[config.mk]
export PLATFORM = sky130hd
export DESIGN_NAME = aes_iter_ctrl_flat
export DESIGN_NICKNAME = d
export VERILOG_FILES = /design/src/rtl/aes_iter_ctrl_if.sv /design/src/rtl/aes_iter_ctrl.sv /design/src/flat_wrapper.sv
export SDC_FILE = /design/constraint.sdc
export NUM_CORES = 1
export LEC_CHECK = 0
export ABC_AREA = 1
export BUFFER_PORTS_ARGS = -buffer_cell sky130_fd_sc_hd__buf_2
export CAP_MARGIN = 20
export CORE_AREA = 2 2 351 353
export DETAILED_ROUTE_END_ITERATION = 10
export DIE_AREA = 0 0 353 355
export GPL_TIMING_DRIVEN = 1
export SETUP_SLACK_MARGIN = 0.5
export SYNTH_ARGS = -nofsm -noshare
export SYNTH_HDL_FRONTEND = slang
export SYNTH_SLANG_ARGS = --single-unit
[constraint.sdc]
create_clock -name clk -period 10.92 [get_ports clk]
set_input_delay 1.638 -clock clk [delete_from_list [all_inputs] [get_ports clk]]
set_output_delay 1.638 -clock clk [all_outputs]
set_load 0.1 [all_outputs]
[src/rtl/aes_iter_ctrl_if.sv]
// Request/response bundle between the bus adapter and the iterative AES controller.
// master: the bus adapter (drives requests, accepts ciphertext).
// slave : the controller (accepts requests, presents ciphertext).
interface aes_iter_ctrl_if #(
  parameter int Nkb = 128
);
  logic           in_valid;      // request valid
  logic           in_ready;      // controller can accept a request
  logic [127:0]   in_data;       // plaintext, MSB = byte 0
  logic [Nkb-1:0] in_key;        // cipher key
  logic           in_key_reuse;  // 1 = reuse the previously expanded key
  logic           out_valid;     // ciphertext valid
  logic           out_ready;     // consumer accepts ciphertext
  logic [127:0]   out_data;      // ciphertext

  modport master (
    output in_valid, in_data, in_key, in_key_reuse, out_ready,
    input  in_ready, out_valid, out_data
  );

  modport slave (
    input  in_valid, in_data, in_key, in_key_reuse, out_ready,
    output in_ready, out_valid, out_data
  );
endinterface

[src/rtl/aes_iter_ctrl.sv]
// Sequences one external AES round datapath over Nr rounds and drives an external key expander.
// Latency: Nr+1 edges from accept to out_valid on key reuse; +1 (KEXP) + ks_done wait on a new key.
// Backpressure: in_ready only in IDLE; the result is held in DONE until out_ready, stalling new requests.
//
// Ports:
//   clk, rst     : single clock, asynchronous active-high reset
//   bus (slave)  : request (in_valid/in_ready/in_data/in_key/in_key_reuse) and
//                  response (out_valid/out_ready/out_data) handshakes
//   ks_start     : one-cycle pulse asking the expander to expand ks_key
//   ks_key       : registered copy of the accepted key
//   ks_done      : expander finished (level or pulse), sampled only in WAITK
//   rk_idx/rk_i  : round-key index into the expanded schedule and the key it selects
//   rnd_state_o  : state fed to the round datapath (the state register)
//   rnd_last     : final round, datapath skips MixColumns
//   rnd_state_i  : round datapath result
module aes_iter_ctrl #(
  parameter int Nk = 4,
  parameter int Nr = 10,
  localparam int Nkb = Nk * 32
) (
  input  logic            clk,
  input  logic            rst,
  aes_iter_ctrl_if.slave  bus,
  output logic            ks_start,
  output logic [Nkb-1:0]  ks_key,
  input  logic            ks_done,
  output logic [3:0]      rk_idx,
  input  logic [127:0]    rk_i,
  output logic [127:0]    rnd_state_o,
  output logic            rnd_last,
  input  logic [127:0]    rnd_state_i
);

  typedef enum logic [2:0] {
    IDLE,
    KEXP,
    WAITK,
    ADD0,
    ROUND,
    DONE
  } fsm_t;

  localparam logic [3:0] NR = 4'(Nr);

  fsm_t         fsm;
  logic [127:0] state;
  logic [3:0]   cnt;
  logic         key_ok;     // expander holds a schedule for the current ks_key
  logic         in_ready_q;
  logic         out_valid_q;

  assign bus.in_ready  = in_ready_q;
  assign bus.out_valid = out_valid_q;
  assign bus.out_data  = state;
  assign rnd_state_o   = state;

  always_ff @(posedge clk or posedge rst) begin
    if (rst) begin
      fsm         <= IDLE;
      state       <= '0;
      cnt         <= '0;
      key_ok      <= 1'b0;
      in_ready_q  <= 1'b1;
      out_valid_q <= 1'b0;
      ks_start    <= 1'b0;
      ks_key      <= '0;
      rk_idx      <= '0;
      rnd_last    <= 1'b0;
    end else begin
      case (fsm)
        IDLE: begin
          if (bus.in_valid && in_ready_q) begin
            state      <= bus.in_data;
            ks_key     <= bus.in_key;
            in_ready_q <= 1'b0;
            rk_idx     <= '0;
            if (bus.in_key_reuse && key_ok) begin
              fsm <= ADD0;
            end else begin
              // Reuse without a valid schedule falls back to a fresh expansion.
              key_ok   <= 1'b0;
              ks_start <= 1'b1;
              fsm      <= KEXP;
            end
          end
        end

        KEXP: begin
          // ks_done may still be high from an earlier expansion; ignore it here.
          ks_start <= 1'b0;
          fsm      <= WAITK;
        end

        WAITK: begin
          if (ks_done) begin
            key_ok <= 1'b1;
            rk_idx <= '0;
            fsm    <= ADD0;
          end
        end

        ADD0: begin
          // Initial AddRoundKey with rk_idx = 0; set up round 1 for the next cycle.
          state    <= state ^ rk_i;
          cnt      <= 4'd1;
          rk_idx   <= 4'd1;
          rnd_last <= (NR == 4'd1);
          fsm      <= ROUND;
        end

        ROUND: begin
          state <= rnd_state_i;
          if (cnt == NR) begin
            rnd_last    <= 1'b0;
            rk_idx      <= '0;
            out_valid_q <= 1'b1;
            fsm         <= DONE;
          end else begin
            cnt      <= cnt + 4'd1;
            rk_idx   <= cnt + 4'd1;
            rnd_last <= ((cnt + 4'd1) == NR);
          end
        end

        DONE: begin
          if (bus.out_ready) begin
            out_valid_q <= 1'b0;
            in_ready_q  <= 1'b1;
            fsm         <= IDLE;
          end
        end

        default: fsm <= IDLE;
      endcase
    end
  end

endmodule

[src/flat_wrapper.sv]
// flat-port wrapper written by rule: the top's interface ports become plain ports
module aes_iter_ctrl_flat 
#(
  parameter int Nk = 4,
  parameter int Nr = 10,
  localparam int Nkb = Nk * 32
)
  (clk, rst, ks_start, ks_key, ks_done, rk_idx, rk_i, rnd_state_o, rnd_last, rnd_state_i, bus_in_valid, bus_in_data, bus_in_key, bus_in_key_reuse, bus_out_ready, bus_in_ready, bus_out_valid, bus_out_data);
  aes_iter_ctrl_if #(.Nkb(128)) bus_i ();
  input  logic clk;
  input  logic rst;
  output logic ks_start;
  output logic [Nkb-1:0] ks_key;
  input  logic ks_done;
  output logic [3:0] rk_idx;
  input  logic [127:0] rk_i;
  output logic [127:0] rnd_state_o;
  output logic rnd_last;
  input  logic [127:0] rnd_state_i;
  input wire logic [$bits(bus_i.in_valid)-1:0] bus_in_valid;
  input wire logic [$bits(bus_i.in_data)-1:0] bus_in_data;
  input wire logic [$bits(bus_i.in_key)-1:0] bus_in_key;
  input wire logic [$bits(bus_i.in_key_reuse)-1:0] bus_in_key_reuse;
  input wire logic [$bits(bus_i.out_ready)-1:0] bus_out_ready;
  output wire logic [$bits(bus_i.in_ready)-1:0] bus_in_ready;
  output wire logic [$bits(bus_i.out_valid)-1:0] bus_out_valid;
  output wire logic [$bits(bus_i.out_data)-1:0] bus_out_data;
  assign bus_i.in_valid = bus_in_valid;
  assign bus_i.in_data = bus_in_data;
  assign bus_i.in_key = bus_in_key;
  assign bus_i.in_key_reuse = bus_in_key_reuse;
  assign bus_i.out_ready = bus_out_ready;
  assign bus_in_ready = bus_i.in_ready;
  assign bus_out_valid = bus_i.out_valid;
  assign bus_out_data = bus_i.out_data;
  aes_iter_ctrl #(.Nk(Nk), .Nr(Nr)) u_core (.clk(clk), .rst(rst), .bus(bus_i), .ks_start(ks_start), .ks_key(ks_key), .ks_done(ks_done), .rk_idx(rk_idx), .rk_i(rk_i), .rnd_state_o(rnd_state_o), .rnd_last(rnd_last), .rnd_state_i(rnd_state_i));
endmodule
==> flow_metrics.tcl <==
set metrics [dict create \
    synth-main-ff-cell "dfrtp_1" \
    area_delta_synth_final_pct 40.6 \
    grt_setup_unrepaired "no" \
    worstPathBufferInverterCount 4 \
    report.final.slew_viol_count 0 \
    place_congestion 0.897 \
    instances_no_fill 4774 \
    run_status "completed" \
    hold_start "u_core.ks_key[40]" \
    utilization_pct 18.2 \
    cts_repair_resize_count 0 \
    yosys-top-cells-count "1186 x nand2_1, 271 x dfrtp_1, 266 x nand3_1, 266 x nor2_1, 142 x inv_1" \
    grt_pass1_wl_microns 113000 \
    clock_insertion_delay_worst_skew_ns 0.57 \
    die_h_microns 355 \
    vias_per_cell 3.70 \
    max_slew.worst_pin.slew_ns 1.07 \
    grt_antenna_before_repair 15 \
    crit-reg2reg-launch "u_core.fsm[0]" \
    path_max_fanout 66 \
    drt_first_pass_iters 5 \
    nNetsFinal 3643 \
    yosysUniqueCellTypes 21 \
    cts.reportedPaths.clkPinSlew_ns 0.06 \
    post_synth_instance_area_sq_um 15700 \
    ant_nets 0 \
    critical_path.max_stage_delay_ns 0.66 \
    asyncSetResetFlopFracSynth_pct 100 \
    synth_area_leader_cell "dfrtp_1" \
    critical_path.top_delay_family "buffers and inverters" \
    synth.ff_latch_count 272 \
    crit_slowest_cell "buf_4" \
    synth_fp_nets 2920 \
    clock_path_buffers 3 \
    cts-buffers-inserted 35 \
    avgRoutedWirePerCell_microns 16.8 \
    critical_path.startpoint_type "primary input" \
    violation_count_after_the_first_detailed_routing_iteration 1279 \
    endpoint_kind "flop" \
    dpl.hpwl_microns 65100 \
    num-fill-cells 14000 \
    yosysSeqAreaShare_pct 43.3 \
    post-place-cells 4710 \
    worstSetupStartpoint "bus_in_valid" \
    period_minus_slack_ns 3.56 \
    synth_most_common_cell "nand2_1" \
    h-tree-depth 2 \
    io_buffer_count 909 \
    post_cts_buffers 0 \
    cpMostUsedCell "nand2_1" \
    initial_core_util_pct 13.0 \
    worst_slack_ns 7.36 \
    slew-limit-headroom_pct 28.9 \
    drcViolationCount 0 \
    synth_top_cells_by_area "dfrtp_1 43%, nand2_1 28%, nand3_1 8.5%" \
    pre_cts_ws_ns 6.76 \
    worst-endpoint-arrival_ns 4.08 \
    number_of_enable_flip_flop_cells_after_synthesis 0 \
    grt_util_all_layers_pct 12.2 \
    setup_total_negative_slack_ns 0 \
    via_count_of_the_first_global_routing_pass 16500 \
    std_cell_rows 128 \
    core_area_sq_um 121000 \
    required_ns 11.44 \
    gr-total-overflow 0 \
    dieWidth_microns 353 \
    synth-warning-count 0 \
    cts_tree "yes" \
    final_layout_size_suffix_gt1_share_pct 31.4 \
    routed_wl_microns 80300 \
    root_buffer "clkbuf_16" \
    fmax_ghz 0.281 \
    floorplan.die_area_sq_um 125000 \
    synth.avg_cell_area_sq_um 6.56 \
    clock-skew-final_ns 0.0189 \
    period_share_pct 32.6 \
    post_synth_inst_count 2399 \
    floorplan.io_pins 910 \
    final-setup-viol-count 0 \
    pin_count_of_the_biggest_net_entering_global_routing 111 \
    max_cap_violations 0 \
    synth_largest_type_area_fraction_pct 43.1 \
    worst_hold_path_type "reg -> reg" \
    final_hold_viol_count 0 \
    path_class "in -> reg" \
    cts.sink_count 272 \
    crit_chain "buf_2 -> nand2_1 -> nand3_1 -> o21ai_4 -> inv_4 -> buf_4 -> buf_4 -> nand2_1 -> nand2_1" \
    via_count 17700 \
    cts_hold_buf 0 \
]
==> registers in the layout, indices dropped and copies added, names as in the netlist <==
register	cells
u_core.rnd_last	1
u_core.cnt	4
u_core.bus.out_valid	1
u_core.rk_idx	4
u_core.key_ok	1
u_core.fsm	3
u_core.bus.in_ready	1
u_core.bus.out_data	128
u_core.ks_key	128
u_core.ks_start	1
==> routing by layer <==
| metal | up-vias | GRT usage [%] | wire length (microns) |
|---|---|---|---|
| met4 | 14 | 5.18 | 3350 |
| met1 | 8128 | 14.8 | 33000 |
| met5 | - | 0 | 91 |
| met3 | 152 | 4.34 | 7320 |
| li1 | 8625 | - | - |
| met2 | 766 | 19.4 | 36500 |
==> cells in the final DEF (no fill, tap or decap), types with 2 or more instances in the layout <==
| cell | instances |
|---|---|
| nand2_1 | 1185 |
| nand3_1 | 266 |
| a21oi_1 | 4 |
| clkinv_2 | 3 |
| inv_4 | 2 |
| nor2_1 | 266 |
| clkbuf_16 | 35 |
| inv_6 | 3 |
| inv_16 | 2 |
| inv_2 | 2 |
| buf_4 | 17 |
| inv_1 | 140 |
| buf_2 | 909 |
| dfrtp_1 | 271 |
| ha_1 | 3 |
| clkbuf_1 | 12 |
| diode_2 | 5 |
| clkbuf_8 | 5 |
| or2_2 | 2 |
| o21ai_0 | 7 |
==> layout make-up <==
| cell class | instances | area [sq um] | area share, % |
|---|---|---|---|
| diodes | 5 | 12.5 | 0.0565 |
| clock buffers | 52 | 990 | 4.47 |
| clock inverters | 7 | 75.1 | 0.339 |
| inverters | 147 | 571 | 2.58 |
| multi-input cells | 1740 | 6960 | 31.5 |
| flip-flops and latches | 272 | 6810 | 30.8 |
| well taps | 1625 | 2030 | 9.19 |
| repair buffers | 926 | 4680 | 21.1 |
==> worst paths after layout <==
| path | endpoint | slack (ns) | cells after the start |
|---|---|---|---|
| setup reg to reg | u_core.bus.out_data[43] | 7.46 | 9 |
| setup / recovery | u_core.bus.out_data[100] | 7.36 | 9 |
| hold / removal | u_core.ks_key[40] | 0.46 | 2 |
| hold reg to reg | u_core.ks_key[40] | 0.46 | 2 |
| min in group asynchronous | u_core.cnt[1] | 1.21 | 2 |
| max in group asynchronous | u_core.bus.out_data[58] | 7.78 | 4 |
==> worst min-delay path: stages, from the launching register on <==
cell	delay, ns
dfrtp_1	0.34
nand2_1	0.05
nand2_1	0.04
==> per-stage QoR <==
step	instance area, sq um	hold WS, ns
after floorplan	15700	0.453
after global placement	21100	0.449
after detailed placement	21100	0.453
after CTS	22100	0.468
after global routing	22100	0.482
final	22100	0.462
==> cells by family after synthesis <==
family,after synthesis,share of synthesized area [%]
AND/OR/NAND/NOR,1724,43.4
AO/OA/AOI/OAI,12,0.382
adder cells (fa/ha/maj),3,0.239
buffers and inverters,387,12.7
XOR/XNOR,1,0.0557
flip-flops,272,43.3
Power is left out: the tool's default activity adds up to more than one toggle a clock period on the data nets, which glitch-free logic cannot reach.
